==> src/rtl/ahb_tri_arbiter.sv <==
// Round-robin AHB arbiter: grants one tri-state master wrapper at a time, holding the
// grant across fixed-length bursts and locked sequences, and parking on a default master.
module ahb_tri_arbiter #(
  parameter int NUM_MASTERS    = 4,
  parameter int DEFAULT_MASTER = 0,
  localparam int MW = (NUM_MASTERS > 1) ? $clog2(NUM_MASTERS) : 1
) (
  input  logic                   HCLK,
  input  logic                   HRESET,
  input  logic [NUM_MASTERS-1:0] HBUSREQ,
  input  logic [NUM_MASTERS-1:0] HLOCK,
  input  logic [1:0]             HTRANS,
  input  logic [2:0]             HBURST,
  input  logic                   HREADY,
  input  logic [1:0]             HRESP,
  output logic [NUM_MASTERS-1:0] HGRANT,
  output logic [MW-1:0]          HMASTER,
  output logic [MW-1:0]          HMASTERD,
  output logic                   HMASTLOCK
);

  localparam logic [2:0] ST_PARK     = 3'd0;
  localparam logic [2:0] ST_OWNED    = 3'd1;
  localparam logic [2:0] ST_BURST    = 3'd2;
  localparam logic [2:0] ST_LOCK     = 3'd3;
  localparam logic [2:0] ST_LOCKTAIL = 3'd4;

  localparam logic [1:0] TR_NONSEQ = 2'd2;
  localparam logic [1:0] TR_SEQ    = 2'd3;
  localparam logic [1:0] RESP_OKAY = 2'd0;

  localparam logic [NUM_MASTERS-1:0] GRANT_ONE     = NUM_MASTERS'(1);
  localparam logic [NUM_MASTERS-1:0] GRANT_DEFAULT = GRANT_ONE << DEFAULT_MASTER;
  localparam logic [MW-1:0]          IDX_DEFAULT   = MW'(DEFAULT_MASTER);

  logic [2:0]    state;
  logic [3:0]    cnt;
  logic [3:0]    next_cnt;
  logic [MW-1:0] rr_ptr;
  logic [MW-1:0] grant_idx;
  logic [MW-1:0] winner_idx;
  logic [MW-1:0] scan_idx;
  logic [MW-1:0] bit_idx;
  logic          winner_found;
  logic          lock_hold;
  logic          arb_ok;
  logic          err_first;

  always_comb begin
    grant_idx = '0;
    bit_idx   = '0;
    for (int i = 0; i < NUM_MASTERS; i++) begin
      bit_idx = MW'(i);
      if (HGRANT[bit_idx]) grant_idx = bit_idx;
    end
  end

  // Beat counter after this edge: fixed bursts load beats-1, SEQ counts down.
  always_comb begin
    next_cnt = cnt;
    case (HTRANS)
      TR_NONSEQ: begin
        case (HBURST)
          3'd2, 3'd3: next_cnt = 4'd3;
          3'd4, 3'd5: next_cnt = 4'd7;
          3'd6, 3'd7: next_cnt = 4'd15;
          default:    next_cnt = 4'd0;
        endcase
      end
      TR_SEQ:  next_cnt = (cnt == 4'd0) ? 4'd0 : cnt - 4'd1;
      default: next_cnt = cnt;
    endcase
  end

  // Being in LOCK means the previous edge saw HLOCK, so one more transfer is held.
  assign lock_hold = HLOCK[grant_idx] || (state == ST_LOCK);
  assign arb_ok    = !lock_hold && (next_cnt <= 4'd1);
  assign err_first = !HREADY && (HRESP != RESP_OKAY);

  always_comb begin
    winner_found = 1'b0;
    winner_idx   = rr_ptr;
    scan_idx     = '0;
    for (int i = 1; i <= NUM_MASTERS; i++) begin
      scan_idx = MW'((int'(rr_ptr) + i) % NUM_MASTERS);
      if (!winner_found && HBUSREQ[scan_idx]) begin
        winner_found = 1'b1;
        winner_idx   = scan_idx;
      end
    end
  end

  always_ff @(posedge HCLK or posedge HRESET) begin
    if (HRESET) begin
      HGRANT    <= GRANT_DEFAULT;
      HMASTER   <= IDX_DEFAULT;
      HMASTERD  <= IDX_DEFAULT;
      HMASTLOCK <= 1'b0;
      cnt       <= 4'd0;
      rr_ptr    <= IDX_DEFAULT;
      state     <= ST_PARK;
    end else if (HREADY) begin
      HMASTER   <= grant_idx;
      HMASTERD  <= HMASTER;
      HMASTLOCK <= HLOCK[grant_idx];
      cnt       <= next_cnt;
      if (lock_hold) begin
        state <= HLOCK[grant_idx] ? ST_LOCK : ST_LOCKTAIL;
      end else if (!arb_ok) begin
        state <= ST_BURST;
      end else if (winner_found) begin
        HGRANT <= GRANT_ONE << winner_idx;
        rr_ptr <= winner_idx;
        state  <= ST_OWNED;
      end else begin
        HGRANT <= GRANT_DEFAULT;
        state  <= ST_PARK;
      end
    end else if (err_first) begin
      cnt <= 4'd0;
      if (state == ST_BURST) state <= ST_OWNED;
    end
  end

endmodule
==> config.mk <==
export PLATFORM = sky130hd
export DESIGN_NAME = ahb_tri_arbiter
export DESIGN_NICKNAME = d
export VERILOG_FILES = /design/src/rtl/ahb_tri_arbiter.sv
export SDC_FILE = /design/constraint.sdc
export NUM_CORES = 1
export LEC_CHECK = 0
export BUFFER_PORTS_ARGS = -buffer_cell sky130_fd_sc_hd__buf_2
export CORE_MARGIN = 2
export CORE_UTILIZATION = 40
export DETAILED_ROUTE_END_ITERATION = 6
export PLACE_DENSITY = 0.62
export SLEW_MARGIN = 10
export SYNTH_ARGS = -nofsm -noshare
export SYNTH_HDL_FRONTEND = slang
export SYNTH_SLANG_ARGS = --single-unit
==> constraint.sdc <==
create_clock -name HCLK -period 2.4 [get_ports HCLK]
set_input_delay 0.48 -clock HCLK [delete_from_list [all_inputs] [get_ports HCLK]]
set_output_delay 0.48 -clock HCLK [all_outputs]
set_load 0.03 [all_outputs]
==> results of run 1 <==
==> synth_stat cells (2+ instances only) <==
| cell type | count |
|---|---|
| nand3_1 | 3 |
| mux2_1 | 2 |
| a31oi_1 | 3 |
| nand2_1 | 10 |
| o41ai_1 | 2 |
| ha_1 | 2 |
| o211ai_1 | 2 |
| clkbuf_1 | 3 |
| dfrtp_1 | 17 |
| mux2_2 | 2 |
| nor3_1 | 2 |
| mux2i_1 | 4 |
| o21ai_0 | 8 |
| a21oi_1 | 7 |
| nand3b_1 | 3 |
| or3_1 | 2 |
| o22ai_1 | 2 |
| nand2b_1 | 5 |
| inv_1 | 8 |
| nor2_1 | 9 |
| o221ai_1 | 2 |
| mux2_4 | 2 |
==> cell type report <==
| cell class | instances | share of cell area |
|---|---|---|
| clock buffers | 4 | 0.0192 |
| inverters | 8 | 0.0220 |
| multi-input cells | 90 | 0.484 |
| flip-flops and latches | 18 | 0.331 |
| well taps | 31 | 0.0284 |
| repair buffers | 29 | 0.116 |
==> registers in the layout (all words and copies together) (netlist names) <==
name and cells:
HMASTLOCK 1, HMASTERD 2, HGRANT 4, state 3, cnt 4, HMASTER 2
rr_ptr 2
==> power by group <==
part	internal (W)	switching (W)	total (W)
Sequential	0.000422	0.000104	0.000526
Clock	0.0000645	0.0000877	0.000152
Combinational	0.000284	0.000409	0.000693
==> final timing paths <==
kind                                start   endpoint  slack [ps]  cells after the start
max in group asynchronous          HRESET  rr_ptr[0]        1670                      2
min in group HCLK               HMASTLOCK  HMASTLOCK         480                      1
worst min register to register  HMASTLOCK  HMASTLOCK         480                      1
worst min-delay path               HRESET     cnt[1]         280                      2
worst max-delay path               cnt[0]  HGRANT[1]          70                      7
worst max register to register     cnt[0]  HGRANT[1]          70                      7
==> logic make-up after synthesis <==
kind of cell             count (synthesis)  share of synthesized area
adder cells (fa/ha/maj)                  2                     0.0222
AND/OR/NAND/NOR                         47                      0.253
buffers and inverters                   12                     0.0411
flip-flops                              18                      0.401
multiplexers                            10                      0.102
AO/OA/AOI/OAI                           31                      0.181
==> layer usage <==
layer	wire length, µm	share of wire	vias up
met1	1060	0.44	468
met5	0	0	-
met4	17	0.0070	0
li1	-	-	488
met3	71	0.029	2
met2	1270	0.52	14
==> critical path: cells and delay by family, from the launching register on <==
kind                     cells  cell delay (ps)
flip-flops                   1              400
multiplexers                 1              330
AO/OA/AOI/OAI                1              140
buffers and inverters        1               90
adder cells (fa/ha/maj)      1              140
AND/OR/NAND/NOR              3             1110
==> per-stage QoR <==
step | setup WS (ps) | hold slack [ps]
finish | 66.0 | 279
global route | -32.0 | 330
CTS | 46.8 | 295
detailed placement | 84.2 | 466
global placement | 139 | 461
floorplan | 177 | 418
==> timing repair <==
action / in CTS / in global routing
endpoints found under the setup margin: 0 / 5
setup buffers: 0 / 1
gates resized for setup: 0 / 8
==> impl_metrics.yaml, run 1 <==
placement:
  hpwl_mm: 1.84
  placed_area_um2: 1300
  gp_congestion: 0.830
  port_buffers: 25
  placed_cells_incl_taps: 175
route:
  wl_per_cell_um: 13.5
  drt_pass1_iterations: 2
  route.detailed.drc: 0
  initialDrtViolationCount: 60
  vias: 972
  ant_nets: 0
  vias_per_cell: 5.40
  wirelength_mm: 2.42
yosys:
  ys_warn_count: 0
  synth_flop_cell: "dfrtp_1"
  synth_cell_type_count: 42
  syn_inst: 120
  synth_edf_count: 0
  syn_nets: 140
  synth_top_area_frac: 0.377
  ys_seq_area_frac: 0.401
  yosys-top-cells-area: "dfrtp_1, mux2i_1, o21ai_0, nand2_1, a21oi_1"
  avgSynthCellArea_um2: 9.39
  synthArstFlopShare: 1.00
  synth_seq_cells: 18
  yosys.area.top_type: "dfrtp_1"
  netlist_area_um2: 1130
global_route:
  grt-ovfl-total: 0
  antenna_found_initial: 0
  met3_usage: 0.0136
  grt_usage: 0.161
  grt_util_met2: 0.299
  grt_max_degree: 21
  first_global_vias: 992
  grt_use_met1: 0.194
  grt_most_used_layer: "met2"
  grt_first_pass_wirelength_mm: 4.20
critical_path:
  critPathCaptureType: "flop"
  cp_common_cell: "nor3b_4"
  worstSetupPathType: "flop to flop"
  worst_setup_path_start_kind: "flop"
  cp_max_fo: 4
  crit_required_ps: 2570
  worstPathCellList: "inv_2, ha_4, nor3b_4, o221ai_2, or4_4, nor3b_4, mux2_4"
  critPathMaxStageDelay_ps: 590
  cp_slowest_cell: "or4_4"
  cp.arrival_ps: 2510
floorplan:
  core.rowCount: 19
  die-area_um2: 3260
  core_um2: 2710
  start_util: 0.416
  fp.dieW_um: 57.1
  ios: 27
  fp.dieH_um: 57.1
timing:
  fmax_ghz: 0.428
  tightest_slew_ps: 693
  final-setup-viol-count: 0
  report.final.slew_viol_count: 0
  finClkSkew_ps: 10.0
  worst_slew_margin_rel: 0.537
  min_period_over_period: 0.972
  period_needed_ps: 2330
  hold_violations: 0
  rsz0062_at_grt: "yes"
  fin_tns_setup_ps: 0
layout:
  finalNonFillerCells: 180
  fin_nets: 170
  drive_gt1_frac: 0.329
  area_delta_synth_final_pct: 21.2
  layout_common_cells: "buf_2, dfrtp_1, nand2_1, nor2_1, o21ai_0"
  final_util: 0.504
  layout_commonest_cell: "buf_2"
  fin_area_um2: 1370
  regArea_um2: 452
  num_antenna_cells: 0
  fillers: 266
  multiInputGateArea_um2: 661
clock_tree:
  h-tree-depth: 1
  postCtsHoldBufs: 0
  clockBufferDepth: 2
  clk_latency_ps: 290
  cts_root_buf: "clkbuf_4"
  cts_tree: "yes"
  cts.reportedPaths.clkPinSlew_ps: 100
  cts.sinks: 18
  cts_made_buffers: 3
power_and_ir_drop:
  leakagePower_nw: 0.604
  irDropWorstVdd_mv: 0.716
  total_power_w: 0.00137
  p_per_area_nw_per_um2: 1000
worst_hold_path:
  hp-class: "input port to asynchronous set/reset pin"
job:
  drv_cap: 0
status:
  status: "completed"
No activity file was read; power rests on OpenSTA's default activity.
==> inputs of run 2 (changes only) <==
--- a/config.mk
+++ b/config.mk
@@ -6,10 +6,11 @@
 export NUM_CORES = 1
 export LEC_CHECK = 0
 export BUFFER_PORTS_ARGS = -buffer_cell sky130_fd_sc_hd__buf_2
+export CAP_MARGIN = 20
 export CORE_MARGIN = 2
-export CORE_UTILIZATION = 40
+export CORE_UTILIZATION = 47
 export DETAILED_ROUTE_END_ITERATION = 6
-export PLACE_DENSITY = 0.62
+export PLACE_DENSITY = 0.73
 export SLEW_MARGIN = 10
 export SYNTH_ARGS = -nofsm -noshare
 export SYNTH_HDL_FRONTEND = slang
==> constraint.sdc (replaced) <==
create_clock -name HCLK -period 2.01 [get_ports HCLK]
set_input_delay 0.402 -clock HCLK [delete_from_list [all_inputs] [get_ports HCLK]]
set_output_delay 0.402 -clock HCLK [all_outputs]
set_load 0.03 [all_outputs]
==> run 2 against run 1 <==
Net effect: the flow now finishes with violations (setup timing); sequential share of layout area down 2.9 points; final cell count up 7.2%; power up 30%; setup slack worse by 270 ps; via count up 12%; highest routed layer unchanged.
==> impl_metrics.yaml, run 2 (synthesis results as in run 1) <==
timing:
  worst_slew_margin_rel: 0.545
  tightest_slew_ps: 682
  whs_ps: 179
  min_period_over_period: 1.10
  worst_slack_ps: -204
  finClkSkew_ps: 7.64
  hold_violations: 0
  report.final.slew_viol_count: 0
  fmax_ghz: 0.452
  final-setup-viol-count: 7
  period_needed_ps: 2210
  fin_tns_setup_ps: -1080
  rsz0062_at_grt: "yes"
floorplan:
  start_util: 0.505
  core_um2: 2230
  fp.dieW_um: 53.0
  ios: 27
  fp.dieH_um: 53.0
  die-area_um2: 2810
  core.rowCount: 17
clock_tree:
  postCtsHoldBufs: 0
  cts.reportedPaths.clkPinSlew_ps: 110
  cts.sinks: 18
  clk_latency_ps: 300
  cts_root_buf: "clkbuf_4"
  h-tree-depth: 1
  clockBufferDepth: 2
  cts_made_buffers: 3
  cts_tree: "yes"
layout:
  drive_gt1_frac: 0.412
  num_antenna_cells: 0
  reg_top3: "HGRANT x4, cnt x4, state x3"
  regArea_um2: 452
  fin_nets: 186
  final_util: 0.671
  layout_common_cells: "buf_2, buf_4, dfrtp_1, nand2_1, nor2_1"
  multiInputGateArea_um2: 667
  layout_commonest_cell: "buf_2"
  area_delta_synth_final_pct: 33.0
  fillers: 189
route:
  vias_per_cell: 5.66
  wirelength_mm: 2.81
  wl_per_cell_um: 14.6
  drt_pass1_iterations: 4
  vias: 1093
  initialDrtViolationCount: 15
  route.detailed.drc: 0
  ant_nets: 0
global_route:
  grt-ovfl-total: 0
  grt_first_pass_wirelength_mm: 4.30
  first_global_vias: 934
  grt_usage: 0.212
  grt_max_degree: 21
  antenna_found_initial: 0
critical_path:
  cp_max_fo: 4
  crit_required_ps: 2210
  critPathMaxStageDelay_ps: 470
  worstPathCellList: "inv_2, ha_1, nand3b_1, o221ai_2, or4_4, nor3b_4, mux2_4"
  worstSetupPathType: "flop to flop"
  critPathCaptureType: "flop"
  cp.arrival_ps: 2420
  worst_setup_path_start_kind: "flop"
  cp_slowest_cell: "or4_4"
power_and_ir_drop:
  irDropWorstVdd_mv: 0.875
  leakagePower_nw: 0.695
  p_per_area_nw_per_um2: 1190
placement:
  gp_congestion: 0.820
  hpwl_mm: 1.98
  port_buffers: 25
status:
  violations: "setup timing"
  status: "complete, but fails checks"
worst_hold_path:
  hp-class: "input port to asynchronous set/reset pin"
job:
  drv_cap: 0
[run 2: path summary, 6_finish.rpt]
kind                       slack [ps]         to  startpoint  cells after the start
setup / recovery                 -200  HGRANT[1]      cnt[0]                      7
hold / removal                    180  HGRANT[2]      HRESET                      2
setup reg to reg                 -200  HGRANT[1]      cnt[0]                      7
hold reg to reg                   490  HMASTLOCK   HMASTLOCK                      1
max in group asynchronous        1390     cnt[2]      HRESET                      2
min in group HCLK                 450     cnt[0]    HRESP[0]                      4
[run 2: per-layer routing]
layer,vias up,share of wire,global-route usage
met4,0,0.020,0.0855
met2,27,0.53,0.358
met5,-,0,0
met3,7,0.025,0.0282
met1,531,0.43,0.271
li1,528,-,-
[run 2: metrics by stage]
stage	instances	area (µm²)	setup WS, ps	power (W)
after CTS	190	1470	-244	0.00176
after global routing	193	1500	-279	0.00191
after detailed placement	182	1390	-248	0.00148
after floorplan	120	1150	-151	0.00122
after global placement	182	1390	-216	0.00145
final	193	1500	-204	0.00179
[run 2: timing repair]
action / CTS / global route
cloned: 0 / 0
pin swaps: 2 / 1
gates resized for setup: 3 / 2
buffers inserted: 4 / 3
endpoints found under the setup margin: 6 / 7
[run 2: worst max-delay path: cells and delay by family (launching register included)]
| kind | cells | cell delay (ps) |
|---|---|---|
| simple gates | 3 | 930 |
| compound gates | 1 | 110 |
| buf+inv | 1 | 70 |
| mux | 1 | 320 |
| flops | 1 | 390 |
| fa+ha+maj | 1 | 290 |
[run 2: layout make-up]
cell class	instances	area share
multi-input cells	90	0.445
flip-flops and latches	18	0.301
repair buffers	45	0.186
clock buffers	4	0.0242
well taps	28	0.0234
inverters	8	0.0200
[run 2: power breakdown]
part / internal, W / switching, W / total [W] / leakage [nW]
Sequential: 0.000504 / 0.000117 / 0.000621 / 0.215
Clock: 0.000111 / 0.000122 / 0.000233 / 0.0210
Combinational: 0.000411 / 0.000520 / 0.000932 / 0.459
==> inputs of run 3 (changes only) <==
--- a/config.mk
+++ b/config.mk
@@ -7,6 +7,7 @@
 export LEC_CHECK = 0
 export BUFFER_PORTS_ARGS = -buffer_cell sky130_fd_sc_hd__buf_2
 export CAP_MARGIN = 20
+export CORE_ASPECT_RATIO = 1.75
 export CORE_MARGIN = 2
 export CORE_UTILIZATION = 47
 export DETAILED_ROUTE_END_ITERATION = 6
==> run 3 against run 2 <==
Net effect: the run still ends with setup timing left; combinational power up 0.9%; critical path depth up 1; via count down 3.2%; clock power up 27%; final area up 1.3%; count of clock-buffer cells in the layout unchanged; wire length up 0.61%; critical path type unchanged; largest cell class unchanged.
==> impl_metrics.yaml, run 3 (synthesis results as in run 1) <==
status:
  status: "complete, but fails checks"
  violations: "setup timing"
route:
  wl_per_cell_um: 15.1
  route.detailed.drc: 0
  vias: 1058
  drt_pass1_iterations: 4
  initialDrtViolationCount: 19
  ant_nets: 0
  vias_per_cell: 5.66
  wirelength_mm: 2.83
critical_path:
  critPathCaptureType: "flop"
  crit_required_ps: 2150
  cp.arrival_ps: 2380
  cp_max_fo: 4
  cp_slowest_cell: "or4_4"
  worstSetupPathType: "flop to flop"
  crit_start: "cnt[0]"
  worstPathCellList: "inv_2, ha_1, nand3b_1, o221ai_2, or4_4, buf_12, nor3_4, mux2_4"
  reg2reg_from: "cnt[0]"
  critPathMaxStageDelay_ps: 470
  worst_setup_path_start_kind: "flop"
clock_tree:
  cts_root_buf: "clkbuf_8"
  h-tree-depth: 1
  cts_made_buffers: 3
  clockBufferDepth: 2
  cts.reportedPaths.clkPinSlew_ps: 70
  cts_tree: "yes"
  postCtsHoldBufs: 0
  cts.sinks: 18
  clk_latency_ps: 260
timing:
  fin_tns_setup_ps: -1190
  fmax_ghz: 0.446
  rsz0062_at_grt: "yes"
  min_period_over_period: 1.12
  tightest_slew_ps: 695
  final-setup-viol-count: 8
  period_needed_ps: 2240
  whs_ps: 240
  worst_slew_margin_rel: 0.536
  hold_violations: 0
  worst_slack_ps: -234
  finClkSkew_ps: 6.16
  report.final.slew_viol_count: 0
power_and_ir_drop:
  p_per_area_nw_per_um2: 1230
  internal-power_w: 0.00109
  total_power_w: 0.00187
  leakagePower_nw: 0.701
  p_sw_w: 0.000778
  irDropWorstVdd_mv: 0.843
  switching_share: 0.416
  seqPwrFrac: 0.339
  clkPwrFrac: 0.159
  combPwrFrac: 0.503
placement:
  placed_area_um2: 1400
  hpwl_mm: 2.08
  post-place-ws_ps: -227
  port_buffers: 25
  gp_congestion: 0.786
global_route:
  grt-ovfl-total: 0
  grt_first_pass_wirelength_mm: 4.71
  grt_max_degree: 20
  antenna_found_initial: 0
  grt_usage: 0.249
  first_global_vias: 1135
layout:
  num_antenna_cells: 0
  area_delta_synth_final_pct: 34.7
  regArea_um2: 452
  fin_nets: 183
  fin_area_um2: 1520
  drive_gt1_frac: 0.414
  layout_common_cells: "buf_2, dfrtp_1, buf_4, nand2_1"
  fillers: 192
  layout_commonest_cell: "buf_2"
  reg_top3: "HGRANT x4, cnt x4, state x3"
  multiInputGateArea_um2: 682
worst_hold_path:
  hp-class: "input port to asynchronous set/reset pin"
floorplan:
  core.rowCount: 23
  die-area_um2: 2820
  fp.dieH_um: 68.8
  start_util: 0.496
  ios: 27
  fp.dieW_um: 41.0
  core_um2: 2270
job:
  drv_cap: 0
run 3: changes by cell type in the layout (fill, tap and decap cells not counted), sizes merged:
cell,change
buf,-3
run 3: layout make-up:
class | count | area share
inverter | 8 | 0.0198
sequential | 18 | 0.297
timing repair buffer | 42 | 0.177
clock buffer | 4 | 0.0362
tap | 25 | 0.0206
multi-input combinational | 90 | 0.449
run 3: stage by stage:
step,utilization,instances
floorplan,-,120
global placement,0.615,181
detailed placement,0.615,181
CTS,0.657,186
global route,0.668,187
finish,0.668,187
run 3: power groups by stage:
stage	Clock (W)	Combinational (W)	Sequential [W]
6_report	0.000297	0.000940	0.000634
5_1_grt	0.000317	0.00103	0.000651
4_1_cts	0.000302	0.000914	0.000628
3_5_place_dp	0	0.000872	0.000631
3_3_place_gp	0	0.000848	0.000618
2_1_floorplan	0	0.000449	0.000772
run 3: final timing paths:
kind / to / slack, ps / cells past startpoint
worst min register to register: HMASTLOCK / 490 / 1
worst max register to register: rr_ptr[1] / -230 / 8
worst max-delay path: rr_ptr[1] / -230 / 8
min in group HCLK: cnt[3] / 480 / 4
worst min-delay path: HMASTERD[0] / 240 / 2
max in group asynchronous: rr_ptr[0] / 1320 / 2
run 3: per-layer routing:
| metal | wire length [µm] | part of all wire | vias to the layer above | global-route usage |
|---|---|---|---|---|
| met5 | 0 | 0 | - | 0 |
| met4 | 65 | 0.023 | 0 | 0.142 |
| met3 | 62 | 0.022 | 7 | 0.0224 |
| met2 | 1680 | 0.59 | 22 | 0.455 |
| met1 | 1020 | 0.36 | 507 | 0.252 |
| li1 | - | - | 522 | - |
run 3: worst max-delay path: cells and delay by family, from the launching register on:
kind	cells	cell delay, ps
and+or+nand+nor	3	770
DFF	1	420
muxes	1	320
adders and majority gates	1	270
buffers and inverters	2	230
AOI/OAI and AO/OA	1	120
run 3: what timing repair did:
| item | 4_1_cts | 5_1_grt |
|---|---|---|
| pin swaps | 2 | 0 |
| buffers inserted | 1 | 1 |
| gates resized for setup | 6 | 2 |
| endpoints found under the setup margin | 6 | 8 |
